--- config.mk ---
export PLATFORM = sky130hd
export DESIGN_NAME = mem_access_seq
export DESIGN_NICKNAME = d
export VERILOG_FILES = /design/src/rtl/mem_access_seq.sv
export SDC_FILE = /design/constraint.sdc
export NUM_CORES = 1
export LEC_CHECK = 0
export ABC_AREA = 0
export CORE_MARGIN = 4
export CORE_UTILIZATION = 43
export DETAILED_ROUTE_END_ITERATION = 8
export GPL_TIMING_DRIVEN = 0
export PLACE_DENSITY = 0.91
export SETUP_SLACK_MARGIN = 0.5
export SKIP_CTS_REPAIR_TIMING = 1
export SLEW_MARGIN = 30
export SYNTH_ARGS = -nofsm -noshare
export SYNTH_HDL_FRONTEND = slang
export SYNTH_SLANG_ARGS = --single-unit
--- constraint.sdc ---
create_clock -name clk -period 2.55 [get_ports clk]
set_clock_uncertainty 0.05 [all_clocks]
set_input_delay 0.765 -clock clk [delete_from_list [all_inputs] [get_ports clk]]
set_output_delay 0.765 -clock clk [all_outputs]
set_load 0.005 [all_outputs]
--- src/rtl/mem_access_seq.sv ---
// Load/store sequencer running the MOV/MFC handshake to data memory, with byte/halfword lane alignment.
// Optional WAIT watchdog enabled by defining MEM_TIMEOUT_EN.
module mem_access_seq #(
  parameter int ADDR_W  = 32,
  parameter int DATA_W  = 32,
  parameter int TIMEOUT = 15
) (
  input  logic              clk,
  input  logic              rst_n,
  input  logic              req,
  input  logic              rw,
  input  logic [1:0]        size,
  input  logic [ADDR_W-1:0] addr,
  input  logic [DATA_W-1:0] wdata,
  output logic              busy,
  output logic              done,
  output logic              err,
  output logic [DATA_W-1:0] rdata,
  output logic              mov,
  output logic              mem_rw,
  output logic [1:0]        mem_size,
  output logic [ADDR_W-1:0] mem_addr,
  output logic [DATA_W-1:0] mem_wdata,
  input  logic              mfc,
  input  logic [DATA_W-1:0] mem_rdata
);

  typedef enum logic [1:0] {IDLE, ISSUE, WAIT, DONE} state_t;

  state_t            state_q, state_d;
  logic              busy_q, busy_d, done_q, done_d, mov_q, mov_d, err_q, err_d;
  logic [DATA_W-1:0] rdata_q, rdata_d, mem_wdata_q, mem_wdata_d;
  logic              mem_rw_q, mem_rw_d;
  logic [1:0]        mem_size_q, mem_size_d;
  logic [ADDR_W-1:0] mem_addr_q, mem_addr_d;
  logic              misalign, tmo;
  logic [DATA_W-1:0] load_val, rep_wdata;

`ifdef MEM_TIMEOUT_EN
  localparam int CNT_W = $clog2(TIMEOUT + 1);
  logic [CNT_W-1:0] cnt_q, cnt_d;

  // Counter idles at zero outside WAIT, so it is already cleared on entry.
  always_comb begin
    cnt_d = '0;
    if (state_q == WAIT && !mfc) cnt_d = cnt_q + 1'b1;
  end
  assign tmo = (cnt_q == CNT_W'(TIMEOUT - 1));

  always_ff @(posedge clk or negedge rst_n) begin
    if (!rst_n) cnt_q <= '0;
    else        cnt_q <= cnt_d;
  end
`else
  assign tmo = (TIMEOUT < 0);
`endif

  always_comb begin
    misalign = (size == 2'b11) ||
               (size == 2'b01 && addr[0]) ||
               (size == 2'b10 && addr[1:0] != 2'b00);
    case (size)
      2'b00:   rep_wdata = {4{wdata[7:0]}};
      2'b01:   rep_wdata = {2{wdata[15:0]}};
      default: rep_wdata = wdata;
    endcase
  end

  always_comb begin
    load_val = mem_rdata;
    case (mem_size_q)
      2'b00: begin
        case (mem_addr_q[1:0])
          2'b00:   load_val = {24'b0, mem_rdata[7:0]};
          2'b01:   load_val = {24'b0, mem_rdata[15:8]};
          2'b10:   load_val = {24'b0, mem_rdata[23:16]};
          default: load_val = {24'b0, mem_rdata[31:24]};
        endcase
      end
      2'b01:   load_val = mem_addr_q[1] ? {16'b0, mem_rdata[31:16]} : {16'b0, mem_rdata[15:0]};
      default: load_val = mem_rdata;
    endcase
  end

  always_comb begin
    state_d     = state_q;
    err_d       = err_q;
    rdata_d     = rdata_q;
    mem_rw_d    = mem_rw_q;
    mem_size_d  = mem_size_q;
    mem_addr_d  = mem_addr_q;
    mem_wdata_d = mem_wdata_q;
    case (state_q)
      IDLE: if (req) begin
        mem_rw_d    = rw;
        mem_size_d  = size;
        mem_addr_d  = addr;
        mem_wdata_d = rep_wdata;
        err_d       = misalign;
        if (misalign) begin
          state_d = DONE;
          rdata_d = '0;
        end else begin
          state_d = ISSUE;
        end
      end
      ISSUE: state_d = WAIT;
      WAIT: begin
        // mfc on the timeout edge still completes normally
        if (mfc) begin
          state_d = DONE;
          rdata_d = mem_rw_q ? '0 : load_val;
        end else if (tmo) begin
          state_d = DONE;
          err_d   = 1'b1;
          rdata_d = '0;
        end
      end
      default: state_d = IDLE;
    endcase
    busy_d = (state_d != IDLE);
    mov_d  = (state_d == ISSUE) || (state_d == WAIT);
    done_d = (state_d == DONE);
  end

  always_ff @(posedge clk or negedge rst_n) begin
    if (!rst_n) begin
      state_q     <= IDLE;
      busy_q      <= 1'b0;
      done_q      <= 1'b0;
      mov_q       <= 1'b0;
      err_q       <= 1'b0;
      rdata_q     <= '0;
      mem_rw_q    <= 1'b0;
      mem_size_q  <= 2'b00;
      mem_addr_q  <= '0;
      mem_wdata_q <= '0;
    end else begin
      state_q     <= state_d;
      busy_q      <= busy_d;
      done_q      <= done_d;
      mov_q       <= mov_d;
      err_q       <= err_d;
      rdata_q     <= rdata_d;
      mem_rw_q    <= mem_rw_d;
      mem_size_q  <= mem_size_d;
      mem_addr_q  <= mem_addr_d;
      mem_wdata_q <= mem_wdata_d;
    end
  end

  assign busy      = busy_q;
  assign done      = done_q;
  assign mov       = mov_q;
  assign err       = err_q;
  assign rdata     = rdata_q;
  assign mem_rw    = mem_rw_q;
  assign mem_size  = mem_size_q;
  assign mem_addr  = mem_addr_q;
  assign mem_wdata = mem_wdata_q;

endmodule
### Yosys cells after proc, flatten, opt, wreduce, memory -nomap -nowiden

Index checks and enable logic that the tools add are counted.

| cells by class | value |
|---|---|
| eq/ne operators | 14 |
| multiplexer cells | 13 |
| reductions and logical operators | 14 |

Operators with widths:

| cell | count |
|---|---|
| 32-bit case mux with 2 select lines | 3 |
| 32-bit 2-to-1 mux | 4 |
| 8-bit case mux with 3 select lines | 1 |
| 16-bit 2-to-1 mux | 1 |
| 2-bit == test, second input constant | 6 |
| 2-bit by 1-bit == test with 1-bit output, second input constant | 5 |
| 2-bit logical NOT | 4 |
| 2-bit 2-to-1 mux | 3 |
| 2-bit inequality test, second input constant | 3 |
| 2-bit case mux with 3 select lines | 1 |
| 2-bit nonzero test | 3 |
| 4-bit AND reduction | 1 |
| 1-bit logical OR | 3 |
| 1-bit logical AND | 2 |
| 2-bit AND reduction | 1 |

| storage, ports and cells | value |
|---|---|
| register bits after elaboration | 105 |
| input bits | 103 |
| output and inout bits | 103 |
| logic and storage cells | 51 |

### Logic depth before layout (Yosys ltp)

Gate-level depths: netlist of the first run.

| depth | value |
|---|---|
| depth in word-level cells | 9 |
| gate-level depth with buffers | 8 |
| gate-level depth less buffers | 6 |

### Worst setup path before layout of the first run

OpenSTA, ideal clock, no wires.

| timing path | value |
|---|---|
| kind | input to register |
| from | in size[0] |
| to | reg mov_q (netlist: mov) |
| library setup time | 126 ps |
| arrival | 1961 ps |
| required time | 2374 ps |
| setup slack | 413 ps |
| cell stages on the path | 7 |
| path buffers | 2 |
| cells stage by stage | buf_2 > buf_4 > a21oi_1 > o31ai_1 > a21oi_1 > or2_1 > ha_1 |

| between the ends | value |
|---|---|
| longest elaborated chain between the ends | 9 |
| elaborated cells on any way between the ends | 13 |
| classes of those cells | eq/ne: 5; mux: 3; reduce/logical: 5 |

Ends and longest elaborated chain:

| item | line | text |
|---|---|---|
| start, declared | 12 | `input logic [1:0] size,` |
| 2-bit by 1-bit == test with 1-bit output | 60 | `(size == 2'b01 && addr[0]) \|\|` |
| 1-bit logical AND | 60 |  |
| 1-bit logical OR | 59 | `misalign = (size == 2'b11) \|\|` |
| 1-bit logical OR (*) | 60 |  |
| 2-bit 2-to-1 mux (*) | 100 | `if (misalign) begin` |
| 2-bit 2-to-1 mux (*) | 94 | `IDLE: if (req) begin` |
| 2-bit case mux with 3 select lines (*) | 93 | `case (state_q)` |
| 2-bit by 1-bit == test with 1-bit output / 2-bit == test (equally long branches) | 122 | `mov_d = (state_d == ISSUE) \|\| (state_d == WAIT);` |
| 1-bit logical OR (*) | 122 |  |
| named net mov_d | 31 | `logic busy_q, busy_d, done_q, done_d, mov_q, mov_d, err_q, err_d;` |
| end signal, assigned | 142 | `mov_q <= mov_d;` |
| end, declared | 31 |  |

The timed path passes the listed nets; every way through them passes the cells marked *.
A chain may end at the register's enable or synchronous reset.

### Final worst setup path of the first run

| timing path | value |
|---|---|
| from | in addr[1] |
| to | reg mov_q (netlist: mov) |

| between the ends | value |
|---|---|
| longest elaborated chain between the ends | 8 |
| elaborated cells on any way between the ends | 9 |
| classes of those cells | eq/ne: 2; mux: 3; reduce/logical: 4 |

Ends and longest elaborated chain:

| item | line | text |
|---|---|---|
| start, declared | 13 | `input logic [ADDR_W-1:0] addr,` |
| 2-bit nonzero test (*) | 61 | `(size == 2'b10 && addr[1:0] != 2'b00);` |
| 1-bit logical AND (*) | 61 |  |
| 1-bit logical OR (*) | 60 |  |
| 2-bit 2-to-1 mux (*) | 100 |  |
| 2-bit 2-to-1 mux (*) | 94 |  |
| 2-bit case mux with 3 select lines (*) | 93 |  |
| 2-bit by 1-bit == test with 1-bit output / 2-bit == test (equally long branches) | 122 |  |
| 1-bit logical OR (*) | 122 |  |
| named net mov_d | 31 |  |

Marks and branches as above.

==> out/qor.yml, run 1 <==
run_status:
  status: "finished, final reports clean"
synth:
  synth_register_bits: 105
  yosys.area.top_type_share_pct: 54.5
  synth_enable_flop_cells: 0
  synth_area_leader_cell: "dfrtp_1"
  netlist_top_cells_area: "dfrtp_1, mux2_1, mux2i_1, nand2_1, o21ai_1"
  ys_warn_count: 0
  synth-main-ff-cell: "dfrtp_1"
  post_synth.cell_area_avg_sq_um: 11.9
  synth.top_cells.by_count: "dfrtp_1, mux2_1, nand2_1"
  seq_area_frac_synth_pct: 54.5
  post-synth-top-count-cell: "dfrtp_1"
  postSynthNetCount: 514
  ys_types: 41
  synth-async-reset-ratio_pct: 100
  post_synth_instance_area_sq_um: 4820
  netlist_instances: 406
detailed_routing:
  detailroute.via_count: 4274
  drc: 0
  drt_pre_antenna_iters: 7
  avgViaCountPerCell: 5.40
  detail_route.wl_per_cell_um: 20.1
  iteration_0_drc_count_of_the_detailed_router: 320
  detail_route.wirelength_mm: 15.9
  drt.antenna.violating_nets: 0
floorplanning:
  placeableCoreArea_sq_um: 10900
  fp.dieArea_sq_um: 13000
  placement_rows: 38
  start_util_pct: 44.3
  die-height_um: 114
  io_pins: 206
  die_width_um: 114
timing:
  fin_crit_ns: 2.06
  final_min_period_over_clock_period_pct: 80.8
  setup_viol: 0
  slew_viol_final: 0
  timing.final.hold_violations: 0
  fmaxAchievable_mhz: 485
  rsz0062_at_grt: "true"
  worst_slew_pin_slew_ns: 0.612
  max_slew_margin_pct: 59.2
worst_setup_path:
  worstSetupStartpointType: "input port"
  critPathMaxFanout: 3
  critical_path_capture_point_type: "flip-flop"
  timing.critical_path.arrival_ns: 2.26
  critPathRequiredTime_ns: 2.74
  ws_path_type: "in -> reg"
pwr:
  cellLeakagePower_nw: 4.64
  internal_power_w: 0.00528
  finalPower_w: 0.00801
  power.share.combinational_pct: 49.9
  ir_drop_v: 0.000594
  power.share.switching_pct: 34.1
  power-per-cell-area_nw_per_um2: 1030
  power.clock.fraction_pct: 14.7
  portion_of_total_power_attributed_to_sequential_cells_pct: 35.4
  sw_power_w: 0.00273
cells_and_area:
  fraction_of_final_layout_cells_sized_beyond_drive_strength_1_pct: 11.5
  layout.nets: 755
  postLayoutCellArea_sq_um: 7790
  antennaDiodeCount: 0
  final_core_area_utilization_pct: 71.5
  synthToLayoutAreaGrowth_pct: 61.6
cts:
  h-tree-depth: 3
  worstSkewPairLatency_ns: 0.36
  number_of_buffers_on_the_longest_clock_path: 2
  cts-root-buf: "clkbuf_8"
  tritoncts: "built"
  cts_sinks: 105
  clk_pin_slew_worst_setup_hold_paths_ns: 0.09
  number_of_buffers_inserted_during_clock_tree_synthesis: 9
grt:
  grt_pass1_vias: 4510
  track_usage_pct: 22.8
  antenna_found_initial: 0
  first_pass_grt_wire_length_mm: 23.2
  overflow: 0
  maximum_number_of_pins_on_one_net_before_global_route_repair: 61
run:
  maxCapViolations: 0
worst_hold_path:
  hold_wc_path_type: "in -> async"
placed_design:
  place.detailed.hpwl_mm: 11.2
  place_area_sq_um: 7080
  port-buffer-count: 204
  final_weighted_congestion_in_routability_driven_placement: 0.918
-- through the flow --
step	hold slack (ns)	instances	setup TNS [ns]	worst slack [ns]
after floorplan	0.419	406	0	0.519
after global placement	0.416	750	-332.95	-3.17
after detailed placement	0.427	751	-1.37	-0.178
after CTS	0.273	766	0	0.225
after global routing	0.273	791	0	0.444
final	0.258	791	0	0.488
-- power by group through the flow --
stage | combinational [W] | clock (W) | sequential (W)
final | 0.00400 | 0.00118 | 0.00284
after CTS | 0.00390 | 0.00120 | 0.00286
after floorplan | 0.00162 | 0 | 0.00289
after global routing | 0.00432 | 0.00127 | 0.00292
after detailed placement | 0.00387 | 0 | 0.00289
after global placement | 0.00374 | 0 | 0.00285
-- registers in the layout, summed over array words and instances, names as in the netlist --
register and cells:
mem_addr 32, mem_wdata 32, rdata 32, mem_size 2
state_q 2, busy 1, done 1, err 1
mem_rw 1, mov 1
-- final timing paths --
check,startpoint,endpoint,slack [ns],cells past startpoint
worst min register to register,mem_wdata[28],mem_wdata[28],0.44,2
min in group clk,mem_wdata[28],mem_wdata[28],0.44,2
worst max register to register,state_q[1],mov,0.52,7
worst max-delay path,addr[1],mov,0.49,6
worst min-delay path,rst_n,mem_addr[20],0.26,1
max in group asynchronous,rst_n,mem_addr[1],1.54,2
-- cells by family after synthesis --
logic type | Yosys count | share of synthesized area (%)
DFF | 105 | 54.5
and+or+nand+nor | 69 | 6.75
muxes | 92 | 20.4
AOI/OAI and AO/OA | 84 | 12.0
buffers and inverters | 51 | 4.99
adders and majority gates | 5 | 1.30
-- routing by layer --
| layer | track usage (%) | vias to the layer above | wire [um] |
|---|---|---|---|
| li1 | - | 1912 | - |
| met1 | 26.6 | 2083 | 5890 |
| met2 | 39.3 | 234 | 8010 |
| met3 | 7.16 | 45 | 1430 |
| met4 | 8.55 | 0 | 554 |
| met5 | 0 | - | 0 |
-- critical path, cell delays in order --
cell and delay, ns:
clkdlybuf4s50_1 0.54, nor3_1 0.09, o31ai_1 0.22, a21oi_1 0.13, or2_1 0.23, ha_1 0.28
-- cell type report --
| type | instances | area [sq um] |
|---|---|---|
| plain buffers | 26 | 179 |
| repair buffers | 230 | 2520 |
| inverters | 25 | 93.8 |
| flip-flops and latches | 105 | 2630 |
| well taps | 140 | 175 |
| fillers | 687 | 3100 |
| clock inverters | 4 | 76.3 |
| multi-input cells | 250 | 1970 |
| clock buffers | 11 | 151 |
-- cell usage in the layout (no fill, tap or decap), drive strengths merged --
master,count
nand4,1
mux2,50
nor3,1
nor2b,2
o21ai,30
nor3b,1
a222oi,6
mux2i,42
dfrtp,105
clkinvlp,1
nand3b,1
a221oi,1
or2,1
a21oi,12
bufinv,2
clkinv,1
nand2,44
ha,5
and2,2
and2b,1
a221o,1
a21o,2
buf,48
a22oi,7
a2111oi,1
or3b,1
nand2b,3
nor2,11
clkdlybuf4s50,100
a31o,1
inv,25
dlymetal6s2s,103
a22o,6
o31ai,2
o2bb2ai,15
clkbuf,16
No activity file was read; power rests on OpenSTA's default activity.
==> run 2, diff against run 1 <==
==> constraint.sdc (replaced) <==
create_clock -name clk -period 2.1 [get_ports clk]
set_clock_uncertainty 0.05 [all_clocks]
set_input_delay 0.63 -clock clk [delete_from_list [all_inputs] [get_ports clk]]
set_output_delay 0.63 -clock clk [all_outputs]
set_load 0.005 [all_outputs]
==> run 2 against run 1 <==
Combinational power rose by 53%. Total power increased by 35%. Sequential power grew 22%. Via count grew 5.9%. Die area unchanged. Clock power rose by 6%. Final cell count rose by 5.4%. Largest cell class is now sequential cells. Largest power group unchanged.
==> out/qor.yml, run 2 (synthesis results as in run 1) <==
floorplanning:
  io_pins: 206  # unchanged
  die_width_um: 114  # unchanged
  start_util_pct: 44.3  # unchanged
  die-height_um: 114  # unchanged
  placeableCoreArea_sq_um: 10900  # unchanged
  placement_rows: 38  # unchanged
  fp.dieArea_sq_um: 13000  # unchanged
placed_design:
  port-buffer-count: 204  # unchanged
  dp_worst_setup_slack_ns: -0.370  # -0.192 ns
  place_area_sq_um: 7120  # +0.53%
  final_weighted_congestion_in_routability_driven_placement: 0.840  # -8.5%
  place.detailed.hpwl_mm: 11.6  # +3.2%
  place_inst: 751  # unchanged
detailed_routing:
  iteration_0_drc_count_of_the_detailed_router: 220  # -31%
  detailroute.via_count: 4528  # +5.9%
  drt_pre_antenna_iters: 6  # -1
  drc: 0  # unchanged
  detail_route.wl_per_cell_um: 20.5  # +1.8%
  detail_route.wirelength_mm: 17.1  # +7.4%
  drt.antenna.violating_nets: 0  # unchanged
  avgViaCountPerCell: 5.43  # +0.48%
timing:
  fin_crit_ns: 1.80
  sum_neg_setup_slack_ns: 0  # unchanged
  max_slew_margin_pct: 65.0  # +5.7 points
  worst_slew_pin_slew_ns: 0.526  # -0.0859 ns
  rsz0062_at_grt: "true"
  setup_viol: 0  # unchanged
  final.hold.worst_slack_ns: 0.143  # -0.115 ns
  timing.final.hold_violations: 0  # unchanged
  final_min_period_over_clock_period_pct: 85.6
  fmaxAchievable_mhz: 556
  fin_ws_ns: 0.301  # -0.187 ns
  slew_viol_final: 0  # unchanged
worst_setup_path:
  r2r.worst_path.cells: 8  # +1
  critPathRequiredTime_ns: 2.32  # -0.42 ns
  library_cell_contributing_the_largest_single_delay_on_the_critical_path: "clkdlybuf4s50_1"
  timing.critical_path.arrival_ns: 2.02  # -0.24 ns
  critical_path_capture_point_type: "flip-flop"
  ws_path_type: "in -> reg"
  worst-path-stages: 5  # -1
  critPathMaxFanout: 2  # -1
  critical_path.cell_chain: "clkdlybuf4s50_1 -> nor2b_1 -> a2111oi_2 -> a221o_1 -> o2bb2ai_2"
  worstSetupStartpointType: "input port"
  path_delay_family: "compound AO/OA/AOI/OAI gates"
  worstPathBufferInverterCount: 1  # unchanged
  slowest_delay_ns: 0.46  # -0.08 ns
cells_and_area:
  postLayoutCellArea_sq_um: 8020  # +2.9%
  fraction_of_final_layout_cells_sized_beyond_drive_strength_1_pct: 41.2  # +30 points
  stdcell_count: 834  # +5.4%
  layout.nets: 798  # +5.7%
  antennaDiodeCount: 0  # unchanged
  synthToLayoutAreaGrowth_pct: 66.4
  layout.cells.most_common: "dfrtp_1"
  most-common-layout-cells: "dfrtp_1, clkbuf_2, clkdlybuf4s50_1, buf_4, mux2i_1"
cts:
  cts-root-buf: "clkbuf_8"
  worstSkewPairLatency_ns: 0.37  # about the same
  cts_sinks: 105  # unchanged
  clk_pin_slew_worst_setup_hold_paths_ns: 0.10  # about the same
  number_of_buffers_inserted_during_clock_tree_synthesis: 9  # unchanged
  number_of_buffers_on_the_longest_clock_path: 2  # unchanged
  h-tree-depth: 3  # unchanged
  tritoncts: "built"
pwr:
  cellLeakagePower_nw: 4.01  # -14%
  power-per-cell-area_nw_per_um2: 1350  # +31%
  ir_drop_v: 0.000775  # +30%
worst_hold_path:
  hold_wc_path_type: "in -> async"
grt:
  first_pass_grt_wire_length_mm: 23.3  # +0.72%
  grt_pass1_vias: 4592  # +1.8%
  overflow: 0  # unchanged
  track_usage_pct: 23.1  # +0.32 points
  maximum_number_of_pins_on_one_net_before_global_route_repair: 55  # -9.8%
  antenna_found_initial: 0  # unchanged
run:
  maxCapViolations: 0  # unchanged
run_status:
  status: "finished, final reports clean"
## run 2: cell count changes in the layout (fill, tap and decap cells not counted), moves of 8 or more
| cell | delta |
|---|---|
| buf_12 | +8 |
| buf_4 | +23 |
| buf_6 | +16 |
| clkbuf_2 | +98 |
| dlymetal6s2s_1 | -96 |
| mux2_1 | -30 |
| mux2_4 | +30 |
| o2bb2ai_1 | -11 |
## run 2: power by group
group	switching, W	leakage [nW]	internal [W]
clock	0.000711	0.0990	0.000542
sequential	0.000536	1.32	0.00294
combinational	0.00264	2.59	0.00346
## run 2: final timing paths
path                           endpoint  slack [ns]    startpoint
setup / recovery               rdata[0]        0.30  mem_rdata[8]
hold / removal             mem_wdata[5]        0.14         rst_n
setup reg to reg              rdata[24]        0.30    state_q[0]
hold reg to reg             mem_addr[6]        0.45   mem_addr[6]
max in group asynchronous   mem_size[1]        1.20         rst_n
min in group clk            mem_addr[6]        0.45   mem_addr[6]
## run 2: stage by stage
step           utilization, %  total power, W
2_1_floorplan               -         0.00552
3_3_place_gp             65.1         0.00804
3_5_place_dp             65.4         0.00828
4_1_cts                  67.0         0.00954
5_1_grt                  73.6          0.0114
6_report                 73.6          0.0108
## run 2: metal layers
metal	track usage, %	vias up	share of wire, %
met5	0	-	0
met1	25.3	2218	36
met3	7.37	46	9.1
li1	-	2002	-
met4	10.8	0	3.4
met2	40.7	262	51
## run 2: area by class of cell
class	count	area, sq um
Buffer	26	312
Tap cell	140	175
Clock buffer	9	124
Sequential cell	105	2630
Inverter	25	96.3
Clock inverter	6	58.8
Multi-Input combinational cell	250	2350
Timing Repair Buffer	273	2270
Fill cell	729	2870
==> run 3, diff against run 2 <==
--- a/config.mk
+++ b/config.mk
@@ -7,10 +7,11 @@
 export LEC_CHECK = 0
 export ABC_AREA = 0
 export CORE_MARGIN = 4
-export CORE_UTILIZATION = 43
+export CORE_UTILIZATION = 38
+export CTS_CLUSTER_DIAMETER = 30
 export DETAILED_ROUTE_END_ITERATION = 8
 export GPL_TIMING_DRIVEN = 0
-export PLACE_DENSITY = 0.91
+export PLACE_DENSITY = 0.83
 export SETUP_SLACK_MARGIN = 0.5
 export SKIP_CTS_REPAIR_TIMING = 1
 export SLEW_MARGIN = 30
==> constraint.sdc (replaced) <==
create_clock -name clk -period 2.2 [get_ports clk]
set_clock_uncertainty 0.05 [all_clocks]
set_input_delay 0.66 -clock clk [delete_from_list [all_inputs] [get_ports clk]]
set_output_delay 0.66 -clock clk [all_outputs]
set_load 0.005 [all_outputs]
==> run 3 against run 2 <==
Global-route usage fell by 2.2 points. Sequential cell count did not move. Combinational power fell by 10%. Clock power rose by 20%.
==> out/qor.yml, run 3 (synthesis results as in run 1) <==
pwr:
  ir_drop_v: 0.000493  # -36%
  cellLeakagePower_nw: 4.90  # +22%
  power-per-cell-area_nw_per_um2: 1230  # -8.9%
cells_and_area:
  antennaDiodeCount: 0  # unchanged
  fillerInstances: 892  # +22%
  stdcell_count: 832  # -0.24%
  final_core_area_utilization_pct: 68.4  # -5.3 points
  synthToLayoutAreaGrowth_pct: 73.2
  most-common-layout-cells: "dlymetal6s2s_1, dfrtp_1, clkdlybuf4s50_1, mux2_1, nand2_1"
  layout.nets: 769  # -3.6%
  layout.cells.most_common: "dlymetal6s2s_1"
  fraction_of_final_layout_cells_sized_beyond_drive_strength_1_pct: 17.5  # -24 points
cts:
  cts_sinks: 105  # unchanged
  worstSkewPairLatency_ns: 0.36  # about the same
  number_of_buffers_inserted_during_clock_tree_synthesis: 9  # unchanged
  h-tree-depth: 3  # unchanged
  clk_pin_slew_worst_setup_hold_paths_ns: 0.08  # -0.02 ns
  tritoncts: "built"
  cts-root-buf: "clkbuf_16"
  number_of_buffers_on_the_longest_clock_path: 2  # unchanged
floorplanning:
  die-height_um: 121  # +5.9%
  start_util_pct: 39.5  # -4.8 points
  placeableCoreArea_sq_um: 12200  # +12%
  die_width_um: 121  # +5.9%
  io_pins: 206  # unchanged
  placement_rows: 40  # +5.3%
  fp.dieArea_sq_um: 14500  # +12%
worst_setup_path:
  timing.reg2reg.setup_slack_ns: 0.31  # about the same
  timing.critical_path.arrival_ns: 2.08  # +0.06 ns
  ws_path_type: "in -> reg"
  r2r_start: "mem_addr[1]"
  critPathRequiredTime_ns: 2.37  # +0.05 ns
  reg2reg_to: "rdata[4]"
  critical_path_capture_point_type: "flip-flop"
  critPathMaxFanout: 3  # +1
  r2r.worst_path.cells: 7  # -1
  worstSetupStartpointType: "input port"
grt:
  grtUsageMet1_pct: 23.9  # -1.4 points
  first_pass_grt_wire_length_mm: 23.5  # +0.91%
  antenna_found_initial: 0  # unchanged
  busiest_layer: "met2"
  grt_pass1_vias: 4356  # -5.1%
  grtUsageMet3_pct: 6.92  # -0.45 points
  maximum_number_of_pins_on_one_net_before_global_route_repair: 61  # +11%
  track_usage_pct: 20.9  # -2.2 points
  overflow: 0  # unchanged
  grt.met2_usage_pct: 36.3  # -4.4 points
timing:
  final_min_period_over_clock_period_pct: 86.5
  timing.final.hold_violations: 0  # unchanged
  max_slew_margin_pct: 62.0  # -2.9 points
  slew_viol_final: 0  # unchanged
  rsz0062_at_grt: "true"
  setup_viol: 0  # unchanged
  worst_slew_pin_slew_ns: 0.570  # +0.0441 ns
  fmaxAchievable_mhz: 526
  fin_crit_ns: 1.90
detailed_routing:
  drt.antenna.violating_nets: 0  # unchanged
  drc: 0  # unchanged
  detail_route.wirelength_mm: 17.6  # +3.3%
  detail_route.wl_per_cell_um: 21.2  # +3.5%
  avgViaCountPerCell: 5.27  # -2.9%
  iteration_0_drc_count_of_the_detailed_router: 331  # +50%
  detailroute.via_count: 4385  # -3.2%
  drt_pre_antenna_iters: 6  # unchanged
placed_design:
  final_weighted_congestion_in_routability_driven_placement: 0.894  # +6.4%
  port-buffer-count: 204  # unchanged
  place.detailed.hpwl_mm: 11.5  # -0.96%
  place_inst: 779  # +3.7%
run:
  maxCapViolations: 0  # unchanged
run_status:
  status: "finished, final reports clean"
worst_hold_path:
  hold_wc_path_type: "in -> async"
==> run 3: changes by cell type in the layout (fill, tap and decap cells not counted), moves of 8 or more <==
| cell | delta |
|---|---|
| clkbuf_2 | -95 |
| mux2_4 | -29 |
| mux2_1 | +29 |
| clkbuf_16 | +9 |
| dlymetal6s2s_1 | +101 |
| buf_6 | -13 |
| clkbuf_8 | -8 |
| buf_4 | -21 |
==> run 3: layout make-up <==
type	instances	area, sq um	share of cell area [%]
sequential	105	2630	31.5
multi-input combinational	250	2130	25.6
tap	168	210	2.52
timing repair buffer	244	2750	33.0
buffer	26	265	3.18
inverter	25	93.8	1.12
clock buffer	11	243	2.91
clock inverter	3	18.8	0.225
==> run 3: layer usage <==
| metal | part of all wire, % | wire, um |
|---|---|---|
| met5 | 0 | 0 |
| met4 | 3.7 | 645 |
| met3 | 9.4 | 1660 |
| met2 | 51 | 8990 |
| met1 | 36 | 6330 |
==> run 3: per-stage QoR <==
stage | TNS, ns | hold WS, ns | area (sq um) | setup slack [ns] | total power, W
6_report | 0 | 0.192 | 8350 | 0.297 | 0.0103
5_1_grt | 0 | 0.214 | 8350 | 0.231 | 0.0109
4_1_cts | 0 | 0.197 | 7390 | 0.00295 | 0.00938
3_5_place_dp | -16.14 | 0.424 | 7130 | -0.360 | 0.00789
3_3_place_gp | -378.95 | 0.418 | 7100 | -3.50 | 0.00769
2_1_floorplan | 0 | 0.314 | 4850 | 0.317 | 0.00524
==> run 3: where the power goes <==
group	internal (W)	leakage (nW)	switching [W]
Combinational	0.00312	3.45	0.00234
Sequential	0.00281	1.32	0.000494
Clock	0.000786	0.131	0.000715
==> run 3: critical path: stages <==
cell	delay, ns
clkdlybuf4s50_1	0.50
mux2_1	0.40
a222oi_1	0.40
o2bb2ai_2	0.12
==> run 3: worst max-delay path by stage <==
stage                             start            to  slack (ns)  depth (start not counted)
final                     mem_rdata[12]      rdata[4]        0.30                          4
after global routing         state_q[1]     rdata[19]        0.23                          9
after CTS                       size[1]           mov       0.003                          7
after detailed placement        size[1]           mov       -0.36                          7
after global placement            rst_n  mem_wdata[0]       -3.50                          1
after floorplan                 size[0]           mov        0.32                          7
